## src/rtl/faddsub_sched.sv

```systemverilog
// faddsub_sched
// Shares one pipelined FP subtract unit (fixed latency NSTAGE, cannot stall)
// between two requesters, A and B. Adds are turned into subtracts by
// flipping the sign of x2. Each requester gets its results back in order
// through a private result FIFO.
//
// Ports
//   clk, rst                  clock, synchronous active-high reset
//   a_valid/a_ready           A issue handshake; a_sub selects x1-x2 (1) or x1+x2 (0)
//   a_x1, a_x2                A operands (IEEE single)
//   a_rvalid/a_rready         A result handshake; a_y/a_ovf are the head result
//   b_*                       same set for requester B
//   pipe_x1, pipe_x2          operands to the shared unit (0 when nothing is issued)
//   pipe_y, pipe_ovf          result of the shared unit, NSTAGE edges after issue
//
// Flow control: every requester owns an occupancy count covering both its
// queued results and its in-flight operations. An operation is issued only
// while that count is below DEPTH, so the FIFO slot for its result is
// reserved up front and the pipe never has to be held.
module faddsub_sched #(
  parameter int NSTAGE = 2,
  parameter int DEPTH  = 4
) (
  input  logic        clk,
  input  logic        rst,
  // requester A
  input  logic        a_valid,
  output logic        a_ready,
  input  logic        a_sub,
  input  logic [31:0] a_x1,
  input  logic [31:0] a_x2,
  output logic        a_rvalid,
  input  logic        a_rready,
  output logic [31:0] a_y,
  output logic        a_ovf,
  // requester B
  input  logic        b_valid,
  output logic        b_ready,
  input  logic        b_sub,
  input  logic [31:0] b_x1,
  input  logic [31:0] b_x2,
  output logic        b_rvalid,
  input  logic        b_rready,
  output logic [31:0] b_y,
  output logic        b_ovf,
  // shared subtract unit
  output logic [31:0] pipe_x1,
  output logic [31:0] pipe_x2,
  input  logic [31:0] pipe_y,
  input  logic        pipe_ovf
);

  localparam int AW = $clog2(DEPTH);
  localparam int PW = AW + 1;
  localparam logic [PW-1:0] DEPTH_P = DEPTH[PW-1:0];

  // Requester-indexed views of the ports: index 0 is A, index 1 is B.
  logic [1:0]       req_valid;
  logic [1:0]       req_sub;
  logic [1:0][31:0] req_x1;
  logic [1:0][31:0] req_x2;
  logic [1:0]       rsp_rready;
  logic [1:0]       credit;
  logic [1:0]       ready;
  logic [1:0]       grant;
  logic [1:0]       rsp_rvalid;
  logic [1:0][31:0] rsp_y;
  logic [1:0]       rsp_ovf;

  assign req_valid  = {b_valid, a_valid};
  assign req_sub    = {b_sub, a_sub};
  assign req_x1     = {b_x1, a_x1};
  assign req_x2     = {b_x2, a_x2};
  assign rsp_rready = {b_rready, a_rready};

  assign a_ready  = ready[0];
  assign b_ready  = ready[1];
  assign a_rvalid = rsp_rvalid[0];
  assign b_rvalid = rsp_rvalid[1];
  assign a_y      = rsp_y[0];
  assign b_y      = rsp_y[1];
  assign a_ovf    = rsp_ovf[0];
  assign b_ovf    = rsp_ovf[1];

  // Priority pointer: 0 favours A, 1 favours B.
  logic prio_q, prio_d;

  // Tracking shift register: one {vld, id} entry per pipe stage.
  logic [NSTAGE-1:0] trk_vld_q, trk_vld_d;
  logic [NSTAGE-1:0] trk_id_q, trk_id_d;

  // Result leaving the last pipe stage this cycle, and its owner.
  logic pipe_out_vld;
  logic pipe_out_id;

  assign pipe_out_vld = trk_vld_q[NSTAGE-1];
  assign pipe_out_id  = trk_id_q[NSTAGE-1];

  // ------------------------------------------------------------------
  // Per-requester credit, ready, occupancy and result FIFO
  // ------------------------------------------------------------------
  for (genvar gi = 0; gi < 2; gi++) begin : gen_req
    localparam int   OTHER = 1 - gi;
    localparam logic MY_ID = (gi == 1);

    logic [PW-1:0] occ_q, occ_d;
    logic [PW-1:0] wptr_q, wptr_d;
    logic [PW-1:0] rptr_q, rptr_d;
    logic [32:0]   mem_q [DEPTH];   // {ovf, y}
    logic [32:0]   head;
    logic          wr_en;
    logic          pop;
    logic          empty;
    logic          full;

    assign credit[gi] = occ_q < DEPTH_P;

    // Yield only when the other side is asking, able to take a slot, and
    // currently holds priority. Never looks at our own valid.
    assign ready[gi] = !rst && credit[gi] &&
                       !(req_valid[OTHER] && credit[OTHER] && (prio_q == OTHER[0]));

    assign grant[gi] = req_valid[gi] && ready[gi];

    assign wr_en = pipe_out_vld && (pipe_out_id == MY_ID);
    assign empty = (wptr_q == rptr_q);
    assign full  = ((wptr_q - rptr_q) == DEPTH_P);
    assign pop   = !empty && rsp_rready[gi];
    assign head  = mem_q[rptr_q[AW-1:0]];

    assign rsp_rvalid[gi] = !empty;
    assign rsp_y[gi]      = empty ? 32'd0 : head[31:0];
    assign rsp_ovf[gi]    = empty ? 1'b0  : head[32];

    always_comb begin
      occ_d  = occ_q + {{AW{1'b0}}, grant[gi]} - {{AW{1'b0}}, pop};
      wptr_d = wptr_q + {{AW{1'b0}}, wr_en};
      rptr_d = rptr_q + {{AW{1'b0}}, pop};
    end

    always_ff @(posedge clk) begin
      if (rst) begin
        occ_q  <= '0;
        wptr_q <= '0;
        rptr_q <= '0;
      end else begin
        occ_q  <= occ_d;
        wptr_q <= wptr_d;
        rptr_q <= rptr_d;
      end
    end

    // Storage carries no reset; the pointers alone define validity.
    always_ff @(posedge clk) begin
      if (wr_en) begin
        mem_q[wptr_q[AW-1:0]] <= {pipe_ovf, pipe_y};
      end
    end

    // Reservation at issue guarantees a free slot for every pipe result.
    a_no_overflow : assert property (@(posedge clk) disable iff (rst) !(wr_en && full));
  end

  // ------------------------------------------------------------------
  // Arbitration and operand drive
  // ------------------------------------------------------------------
  always_comb begin
    prio_d = prio_q;
    if (grant[0]) begin
      prio_d = 1'b1;
    end else if (grant[1]) begin
      prio_d = 1'b0;
    end
  end

  logic [31:0] sel_x1;
  logic [31:0] sel_x2;
  logic        sel_sub;

  always_comb begin
    sel_x1  = grant[1] ? req_x1[1]  : req_x1[0];
    sel_x2  = grant[1] ? req_x2[1]  : req_x2[0];
    sel_sub = grant[1] ? req_sub[1] : req_sub[0];
    pipe_x1 = 32'd0;
    pipe_x2 = 32'd0;
    if (|grant) begin
      pipe_x1 = sel_x1;
      // x1 + x2 is computed as x1 - (-x2): flip the sign bit for an add.
      pipe_x2 = sel_sub ? sel_x2 : {~sel_x2[31], sel_x2[30:0]};
    end
  end

  // ------------------------------------------------------------------
  // Tracking register
  // ------------------------------------------------------------------
  always_comb begin
    trk_vld_d    = '0;
    trk_id_d     = '0;
    trk_vld_d[0] = |grant;
    trk_id_d[0]  = grant[1];
    for (int i = 1; i < NSTAGE; i++) begin
      trk_vld_d[i] = trk_vld_q[i-1];
      trk_id_d[i]  = trk_id_q[i-1];
    end
  end

  // Clearing the valid bits on reset is what discards stale pipe_y values
  // that are still travelling through the (unreset) shared unit.
  always_ff @(posedge clk) begin
    if (rst) begin
      prio_q    <= 1'b0;
      trk_vld_q <= '0;
      trk_id_q  <= '0;
    end else begin
      prio_q    <= prio_d;
      trk_vld_q <= trk_vld_d;
      trk_id_q  <= trk_id_d;
    end
  end

endmodule

```

## config.mk

```make
export PLATFORM = sky130hd
export DESIGN_NAME = faddsub_sched
export DESIGN_NICKNAME = d
export VERILOG_FILES = /design/src/rtl/faddsub_sched.sv
export SDC_FILE = /design/constraint.sdc
export NUM_CORES = 1
export LEC_CHECK = 0
export CORE_ASPECT_RATIO = 1.2
export CORE_MARGIN = 2
export CORE_UTILIZATION = 50
export CTS_CLUSTER_SIZE = 25
export DETAILED_ROUTE_END_ITERATION = 8
export PLACE_DENSITY = 0.81
export SETUP_SLACK_MARGIN = 0.15
export SLEW_MARGIN = 20
export SYNTH_ARGS = -nofsm -noshare
export SYNTH_HDL_FRONTEND = slang
export SYNTH_SLANG_ARGS = --single-unit
```

## constraint.sdc

```tcl
create_clock -name clk -period 4.5 [get_ports clk]
set_input_delay 1.35 -clock clk [delete_from_list [all_inputs] [get_ports clk]]
set_output_delay 1.35 -clock clk [all_outputs]
set_load 0.03 [all_outputs]
```

==> Word level (Yosys, flattened, before mapping) <==
Memories as Yosys holds them, arrays and structs flattened. A register that Yosys moved wholly into a read port is not among the register bits.
Index checks and enable logic that the tools add are counted.
{ "word_totals": {"reg_bits": 23, "ram_bits": 264, "in_bits": 169, "out_inout_bits": 134, "word_cells": 65, "memories": 2} }
{ "memory_table": {"columns": ["memory", "depth", "width", "read_ports", "rd_ports_with_merged_regs", "wr", "line_no", "rtl"], "rows": [
  ["gen_req[0].mem_q", 4, 33, 1, 1, 1, "109", "logic [32:0] mem_q [DEPTH];"],
  ["gen_req[1].mem_q", 4, 33, 1, 1, 1, "109", null]
]} }
{ "op_classes": {"addsub": 8, "n_lt_le_gt_ge": 2, "eq_ne": 2, "mux": 18, "bitwise_logic": 3, "n_reduce_logical": 21} }
{ "ops": {"columns": ["operator", "n"], "rows": [
  ["2-to-1 mux 32 bit", 7],
  ["adder 3 x 1 -> 3 bit", 6],
  ["logical AND 1 bit", 14],
  ["2-to-1 mux 1 bit", 9],
  ["equality test 3 bit", 2],
  ["less-than comparator 3 bit (second input constant)", 2],
  ["subtractor 3 x 1 -> 3 bit", 2],
  ["zero test 1 bit", 5],
  ["2-to-1 mux 2 bit", 2],
  ["NOT 1 bit", 3],
  ["nonzero test 2 bit", 1],
  ["OR reduction 2 bit", 1]
]} }

==> Longest topological paths before layout <==
Gate-level depths: netlist of run 1.
{ "logic_depth": {"ltp_word": 10, "depth_mapped": 10, "depth_no_buf": 9} }

==> Least setup slack after synthesis of run 1 <==
No wires, ideal clock.
{ "synth_path": {"kind": "input to output", "start": "input rst", "end": "output pipe_x2[31]", "arrival_time_ns": 2.576, "required_time_ns": 3.150, "slack_ns": 0.574, "stages": 6, "n_path_buf": 3, "path_cell_list": "buf_6 -> nor3b_1 -> buf_2 -> buf_2 -> nand3_1 -> a21oi_1"} }
{ "synth_between": {"elab_chain_cells": 8, "word_cells_on_any_way": 13, "classes_between": "4 x mux; 1 x bitwise; 8 x reduce/logical"} }
{ "synth_rtl": {"columns": ["item", "line_no", "rtl"], "rows": [
  ["start: declaration", "25", "input logic rst,"],
  ["zero test 1 bit *", "120", "assign ready[gi] = !rst && credit[gi] &&"],
  ["logical AND 1 bit (2 in series)", "120", null],
  ["logical AND 1 bit", "123", "assign grant[gi] = req_valid[gi] && ready[gi];"],
  ["2-to-1 mux 32 bit", "182", "sel_x2 = grant[1] ? req_x2[1] : req_x2[0];"],
  ["NOT 1 bit", "189", "pipe_x2 = sel_sub ? sel_x2 : {~sel_x2[31], sel_x2[30:0]};"],
  ["2-to-1 mux 32 bit", "189", null],
  ["2-to-1 mux 32 bit *", "186", "if (|grant) begin"],
  ["end: declaration", "48", "output logic [31:0] pipe_x2,"]
]} }
Mark *: on every way between the ends. The rest lies on a longest branch, timed or not.

==> Worst setup path in the final report of run 1 <==
{ "layout_path": {"start": "input rst", "end": "output pipe_x1[15]"} }
{ "layout_between": {"elab_chain_cells": 6, "word_cells_on_any_way": 10, "classes_between": "2 x mux; 8 x reduce/logical"} }
{ "layout_rtl": {"columns": ["item", "line_no", "rtl"], "rows": [
  ["zero test 1 bit *", "120", null],
  ["logical AND 1 bit (2 in series)", "120", null],
  ["logical AND 1 bit", "123", null],
  ["2-to-1 mux 32 bit or OR reduction 2 bit (tied branches)", "181, 186", null],
  ["2-to-1 mux 32 bit *", "186", null],
  ["end: declaration", "47", "output logic [31:0] pipe_x1,"]
]} }
Marked as above.

==> flow_summary.ini, run 1 <==
[outcome]
status = finished clean

[worst_setup_path]
end_kind = primary output
arrival_ps = 2790
critPathSlowestCell = or3b_4
slowest_delay_ps = 420
crit_path_cell_trace = dlygate4sd2_1, or3b_4, buf_12, o21ai_0, a21oi_1, buf_4
worstPathMaxFanout = 31
crit_type = in2out
cp-start-kind = primary input
required_ps = 3150

[cells_and_area]
final_nets = 1259
fin_area_um2 = 16800
multiInputGateArea_um2 = 3620
fillerInstances = 1581
syn_to_final_growth_pct = 36.4
seqCellArea_um2 = 8390
drive_above_1_share_pct = 21.0
post-route-util_pct = 69.9

[timing]
relSlewSlack_pct = 34.0
drv_slew = 0
finalSetupViolCount = 0
period_share_pct = 92.0
rsz0062_at_grt = no
hold_slack_ps = 441
timing.fmax_mhz = 242
final_hold_viol_count = 0
worstMarginPinSlew_ps = 990
fin_crit_ps = 4140
fin_setup_tns_ps = 0
worst_clock_skew_ps = 18.9

[drt]
ant_nets = 0
wl_per_cell_um = 22.4
drc = 0
viasPerCell = 5.67
firstDrtPassIters = 6
routed_wl_mm = 31.7
drt_iter0_drc = 540
vias = 8036

[power_and_ir_drop]
pwr-share-seq_pct = 41.6
p_leak_uw = 0.00561
power_density_nw_per_um2 = 434
p_sw_share_pct = 29.3
comb_power_share_pct = 30.3
clkPwrFrac_pct = 28.2
intPower_uw = 5150
max-vdd-ir-drop_v = 0.000243
p_switching_uw = 2140

[logic_synthesis]
ys_types = 36
synth_nets = 950
ys_seq_elements = 287
syn_inst = 769
synth_area_per_cell_um2 = 16.0
syn_area_um2 = 12300
ys_warn_count = 0
ys_seq_area_share_pct = 68.1

[cts]
clock_sinks = 287
cts.clk_slew.worst_paths_ps = 60
postCtsHoldBufs = 0
insertion_delay_ps = 540
numCtsBuffers = 26
cts_max_level = 1
cts_tree = done
cts.path.max_buffers = 3
cts-root-buf = clkbuf_16

[floorplanning]
rows = 62
fp.dieArea_um2 = 25900
start_util_pct = 51.2
core_um2 = 24000
num_io_pins = 303
chipWidth_um = 147
fp.dieH_um = 176

[global_routing]
use_met2_pct = 45.8
grt_pass1_vias = 8370
track_usage_pct = 24.3
grt_max_degree = 49
grt_use_met1_pct = 27.8
grt_use_met3_pct = 4.65
grt_pass1_wl_mm = 47.8
grt_busiest_layer = met2
antenna_found_initial = 0
gr-total-overflow = 0

[placement]
io_buffer_count = 302
placed_area_um2 = 15800
place_congestion = 0.830
dp_hpwl_mm = 20.7

[hold_path]
hold_path_class = reg2reg

[run]
maxCapViolCount = 0
==> layout make-up <==
cell class,count,area share [%]
Multi-Input combinational cell,412,21.5
Timing Repair Buffer,341,21.2
Clock inverter,8,0.469
Sequential cell,287,49.9
Inverter,10,0.223
Clock buffer,39,4.22
Antenna cell,1,0.0149
Tap cell,320,2.38
==> cells in the final DEF, fill, tap and decap left out, drive strengths merged, types with 4 or more instances in the layout <==
cell type	Yosys	routed
clkbuf	21	40
nor2b	80	80
nand3	65	65
edfxtp	264	264
nor2	14	14
buf	39	103
inv	10	11
clkinv	0	5
xor2	7	7
a21oi	65	65
dfxtp	23	23
ha	10	10
mux4	66	66
xnor2	10	10
nor3	4	4
nor3b	7	7
o21ai	65	65
clkdlybuf4s50	0	233
==> power groups by stage <==
stage          Sequential (uW)  Clock, uW  Combinational (uW)
3_5_place_dp              3090          0                2140
3_3_place_gp              3080          0                2110
4_1_cts                   3030       2090                2200
2_1_floorplan             3060          0                1300
5_1_grt                   3040       2200                2340
6_report                  3030       2050                2210
==> worst max-delay path, delay by kind of cell <==
family	cells	cell delay, ps
and+or+nand+nor	1	420
buffers and inverters	3	650
AOI/OAI and AO/OA	2	340
==> routing by layer <==
metal  up-vias  share of wire (%)
met3        47                7.2
li1       3586                  -
met2       371                 55
met5         -                  0
met1      4032                 35
met4         0                2.8
==> cell families after synthesis <==
family	Yosys count	synth area share (%)
mux	66	12.1
fa+ha+maj	12	1.34
buf+inv	70	3.20
flops	287	68.1
simple gates	184	8.66
xor+xnor	17	1.21
compound gates	133	5.47
==> repair_timing <==
action	in CTS	in global routing
pin swaps	1	2
cloned	1	1
gates resized for setup	8	10
setup buffers	5	4
endpoints found under the setup margin	47	64
==> final timing paths <==
kind | slack, ps | depth (start not counted) | from | end
worst max-delay path | 360 | 6 | rst | pipe_x1[15]
worst min-delay path | 440 | 1 | trk_id_q[0] | trk_id_q[1]
worst max register to register | 2030 | 9 | gen_req[1].wptr_q[0] | gen_req[1].occ_q[2]
worst min register to register | 440 | 1 | trk_id_q[0] | trk_id_q[1]
==> through the flow <==
stage	instances	worst slack [ps]	total power [uW]
floorplan	769	574	4370
global placement	1357	16.7	5190
detailed placement	1359	6.47	5230
CTS	1412	148	7320
global route	1417	289	7570
finish	1418	361	7290
==> registers in the layout, indices dropped and copies added, names as in the netlist <==
register        count
gen_req.mem_q     264
gen_req.occ_q       6
gen_req.rptr_q      6
gen_req.wptr_q      6
trk_id_q            2
trk_vld_q           2
prio_q              1
==> Yosys cell counts (all sizes together) <==
library cell	n	share of area (%)
dfxtp	23	3.7
nand3b	1	0.061
o31ai	1	0.061
clkbuf	21	0.66
or3b	2	0.16
o21ai	65	2.6
and2	1	0.051
edfxtp	264	64
nor3	4	0.29
nor3b	7	0.47
or4	1	0.061
and3	3	0.15
nand2b	3	0.15
fa	2	0.32
nor2b	80	4.1
xnor2	10	0.71
buf	39	2.2
and3b	1	0.071
ha	10	1.0
nor2	14	0.43
a21o	1	0.061
inv	10	0.30
mux4	66	12
nand2	2	0.061
a32oi	1	0.071
xor2	7	0.50
a21oi	65	2.6
nand3	65	2.6
No activity file was read; power rests on OpenSTA's default activity.
==> run 2, diff against run 1 <==
--- a/config.mk
+++ b/config.mk
@@ -10,6 +10,7 @@
 export CORE_UTILIZATION = 50
 export CTS_CLUSTER_SIZE = 25
 export DETAILED_ROUTE_END_ITERATION = 8
+export MAX_ROUTING_LAYER = met4
 export PLACE_DENSITY = 0.81
 export SETUP_SLACK_MARGIN = 0.15
 export SLEW_MARGIN = 20
==> flow_summary.ini, run 2 (synthesized netlist as in run 1, its figures left out) <==
[worst_setup_path]
arrival_ps = 2790
end_kind = primary output
r2r_cells = 9
critPathSlowestCell = or3b_4
required_ps = 3150
crit_path_cell_trace = dlygate4sd2_1, or3b_4, buf_12, o21ai_0, a21oi_1, buf_4
worstPathMaxFanout = 31
r2r_start = gen_req[1].wptr_q[0]
worstReg2RegEnd = gen_req[1].occ_q[2]
startpoint = rst
r2r_slack_ps = 2030
slowest_delay_ps = 420
crit_type = in2out
cp-start-kind = primary input

[cells_and_area]
final_common_cell = edfxtp_1
post-route-util_pct = 69.9
final_cell_mix = edfxtp_1 (264), clkdlybuf4s50_1 (233), nor2b_1 (80)
final_nets = 1259
drive_above_1_share_pct = 21.0
fillerInstances = 1581
largest_register_ffs = 264
fin_area_um2 = 16800
syn_to_final_growth_pct = 36.4

[power_and_ir_drop]
p_sw_share_pct = 29.4
intPower_uw = 5150
pwr-share-seq_pct = 41.5
p_leak_uw = 0.00561
max-vdd-ir-drop_v = 0.000243
comb_power_share_pct = 30.3
clkPwrFrac_pct = 28.2
p_switching_uw = 2140
power_density_nw_per_um2 = 434

[drt]
firstDrtPassIters = 5
viasPerCell = 5.70
vias = 8082
drt_iter0_drc = 558
wl_per_cell_um = 22.4
drc = 0
routed_wl_mm = 31.8
ant_nets = 0

[timing]
final_hold_viol_count = 0
relSlewSlack_pct = 33.8
rsz0062_at_grt = no
worst_clock_skew_ps = 19.6
timing.fmax_mhz = 241
drv_slew = 0
fin_setup_tns_ps = 0
period_share_pct = 92.1
finalSetupViolCount = 0
worstMarginPinSlew_ps = 992
fin_crit_ps = 4140

[floorplanning]
chipWidth_um = 147
fp.dieH_um = 176
start_util_pct = 51.2
rows = 62
core_um2 = 24000
num_io_pins = 303
fp.dieArea_um2 = 25900

[global_routing]
track_usage_pct = 25.1
grt_pass1_wl_mm = 47.8
grt_max_degree = 49
gr-total-overflow = 0
antenna_found_initial = 0
grt_pass1_vias = 8388

[cts]
cts_max_level = 1
cts.path.max_buffers = 3
postCtsHoldBufs = 0
cts_tree = done
clock_sinks = 287
insertion_delay_ps = 540
numCtsBuffers = 26
cts-root-buf = clkbuf_16
cts.clk_slew.worst_paths_ps = 60

[hold_path]
hp-start = trk_id_q[0]
hold_path_class = reg2reg
holdPathStages = 1
min_delay_worst_endpoint = trk_id_q[1]

[placement]
io_buffer_count = 302
placed_area_um2 = 15800
dp_hpwl_mm = 20.7
place_congestion = 0.843

[outcome]
status = finished clean

[run]
maxCapViolCount = 0
-- run 2: cell counts in the layout (fill, tap and decap cells not counted) --
No cell type changed its count.
-- run 2: layer usage --
metal	track usage (%)	vias up	part of all wire, %
li1	-	3586	-
met1	28.1	4059	35
met2	45.8	389	55
met3	4.32	48	6.9
met5	-	-	0
met4	7.85	0	2.8
-- run 2: cell type report --
cell class,count,area (um2),share of cell area (%)
tap,320,400,2.38
antenna,1,2.50,0.0149
inverter,10,37.5,0.223
clock inverter,8,78.8,0.469
timing repair buffer,341,3570,21.2
clock buffer,39,709,4.22
sequential,287,8390,49.9
multi-input combinational,412,3620,21.5
-- run 2: metrics by stage --
stage / hold slack (ps) / std cells / worst slack [ps] / total power, uW
after global routing: 464 / 1417 / 289 / 7580
final: 439 / 1418 / 356 / 7290
after detailed placement: 433 / 1359 / 6.47 / 5230
after CTS: 447 / 1412 / 148 / 7320
after floorplan: 414 / 769 / 574 / 4370
after global placement: 419 / 1357 / 16.7 / 5190
-- run 2: worst max path at each step --
stage | endpoint | slack [ps] | cells after the start
floorplan | pipe_x2[31] | 570 | 6
global placement | pipe_x1[9] | 20 | 7
detailed placement | pipe_x1[7] | 6 | 7
CTS | pipe_x1[9] | 150 | 7
global route | a_y[0] | 290 | 6
finish | pipe_x1[15] | 360 | 6
-- run 2: power by group through the flow --
| stage | combinational [uW] | sequential [uW] | clock [uW] |
|---|---|---|---|
| 3_5_place_dp | 2140 | 3090 | 0 |
| 2_1_floorplan | 1300 | 3060 | 0 |
| 3_3_place_gp | 2110 | 3080 | 0 |
| 5_1_grt | 2340 | 3040 | 2200 |
| 6_report | 2210 | 3030 | 2060 |
| 4_1_cts | 2200 | 3030 | 2090 |
-- run 2: worst max-delay path: cells and delay by family --
kind                   cells  cell delay [ps]
and+or+nand+nor            1              420
AOI/OAI and AO/OA          2              350
buffers and inverters      3              650
-- run 2: what timing repair did --
| action | 4_1_cts | 5_1_grt |
|---|---|---|
| gates cloned | 1 | 1 |
| gates resized for setup | 8 | 10 |
| setup buffers | 5 | 4 |
| setup endpoints to repair | 47 | 64 |
| pin swaps | 1 | 2 |
| hold endpoints to repair | 0 | 0 |
==> run 3, diff against run 2 <==
--- a/config.mk
+++ b/config.mk
@@ -10,6 +10,7 @@
 export CORE_UTILIZATION = 50
 export CTS_CLUSTER_SIZE = 25
 export DETAILED_ROUTE_END_ITERATION = 8
+export GPL_TIMING_DRIVEN = 0
 export MAX_ROUTING_LAYER = met4
 export PLACE_DENSITY = 0.81
 export SETUP_SLACK_MARGIN = 0.15
==> flow_summary.ini, run 3 (synthesized netlist as in run 1, its figures left out) <==
[floorplanning]
core_um2 = 24000
start_util_pct = 51.2
rows = 62
fp.dieArea_um2 = 25900
fp.dieH_um = 176
chipWidth_um = 147
num_io_pins = 303

[worst_setup_path]
worstPathMaxFanout = 10
end_kind = primary output
r2r_slack_ps = 1950
r2r_cells = 10
cp-start-kind = primary input
crit_path_cell_trace = dlygate4sd2_1, nor3b_4, buf_4, clkbuf_2, o21ai_0, a21oi_1, clkdlybuf4s15_2
cp_num_cells = 7
crit_type = in2out
required_ps = 3150
crit_family = buffers and inverters
arrival_ps = 2880
critPathSlowestCell = clkdlybuf4s15_2
path_buf_inv = 4
slowest_delay_ps = 320

[cells_and_area]
syn_to_final_growth_pct = 35.0
seqCellArea_um2 = 8390
fillerInstances = 1685
fin_cells = 1464
final_common_cell = edfxtp_1
drive_above_1_share_pct = 22.2
fin_area_um2 = 16600
final_nets = 1303
final_cell_mix = edfxtp_1 (264), clkdlybuf4s50_1 (234), nor2b_1 (80)
multiInputGateArea_um2 = 3590
largest_register_ffs = 264

[placement]
place_congestion = 0.936
dp_hpwl_mm = 23.0
placed_area_um2 = 16000
io_buffer_count = 301
dp_cells = 1410

[drt]
routed_wl_mm = 31.7
vias = 8072
wl_per_cell_um = 21.7
viasPerCell = 5.51
firstDrtPassIters = 8
ant_nets = 0
drt_iter0_drc = 424
drc = 0

[timing]
final_hold_viol_count = 0
worst_clock_skew_ps = 15.0
worstMarginPinSlew_ps = 729
finalSetupViolCount = 0
timing.fmax_mhz = 236
relSlewSlack_pct = 51.2
fin_crit_ps = 4230
drv_slew = 0
period_share_pct = 94.0
fin_setup_tns_ps = 0
rsz0062_at_grt = no

[power_and_ir_drop]
max-vdd-ir-drop_v = 0.000305
p_leak_uw = 0.00566
power_density_nw_per_um2 = 432
power_uw = 7180

[global_routing]
grt_max_degree = 21
grt_pass1_wl_mm = 48.2
antenna_found_initial = 2
grt_pass1_vias = 8486
track_usage_pct = 25.3
gr-total-overflow = 0

[cts]
cts-root-buf = clkbuf_16
cts_tree = done
numCtsBuffers = 26
cts.clk_slew.worst_paths_ps = 60
clock_sinks = 287
postCtsHoldBufs = 0
insertion_delay_ps = 530
cts.path.max_buffers = 3
cts_max_level = 1

[outcome]
status = finished clean

[hold_path]
hold_path_class = reg2reg
holdPathStages = 1

[run]
maxCapViolCount = 0
-- run 3: per-stage QoR --
stage          util (%)  hold WS (ps)  worst slack, ps
5_1_grt            69.2           476              153
4_1_cts            69.2           459              260
6_report           69.2           460              271
2_1_floorplan         -           414              574
3_3_place_gp       65.4           422            -1220
3_5_place_dp       66.6           445             -690
-- run 3: final cells by class --
| cell class | count | area share, % |
|---|---|---|
| clock inverter | 18 | 0.775 |
| multi-input combinational | 412 | 21.6 |
| clock buffer | 30 | 4.00 |
| buffer | 60 | 2.38 |
| sequential | 287 | 50.4 |
| timing repair buffer | 325 | 18.2 |
| inverter | 10 | 0.226 |
| antenna | 2 | 0.0301 |
| tap | 320 | 2.41 |
-- run 3: path summary, 6_finish.rpt --
check | end | startpoint
hold reg to reg | trk_id_q[1] | trk_id_q[0]
hold / removal | trk_id_q[1] | trk_id_q[0]
setup reg to reg | gen_req[0].occ_q[2] | gen_req[0].rptr_q[1]
setup / recovery | pipe_x1[23] | a_valid
-- run 3: power breakdown --
group / total (uW) / internal [uW] / switching [uW]
clock: 2040 / 1120 / 915
combinational: 2130 / 941 / 1190
sequential: 3010 / 2980 / 35.0
-- run 3: timing repair --
item,4_1_cts,5_1_grt
gates resized for setup,310,7
cloned,1,0
pin swaps,1,0
setup buffers,3,0
endpoints found under the setup margin,65,33
-- run 3: layer usage --
layer,global-route usage (%),vias to the layer above,share of wire [%]
li1,-,3681,-
met1,29.1,4005,36
met2,46.7,338,55
met3,2.92,48,6.0
met4,7.41,0,2.8
met5,-,-,0
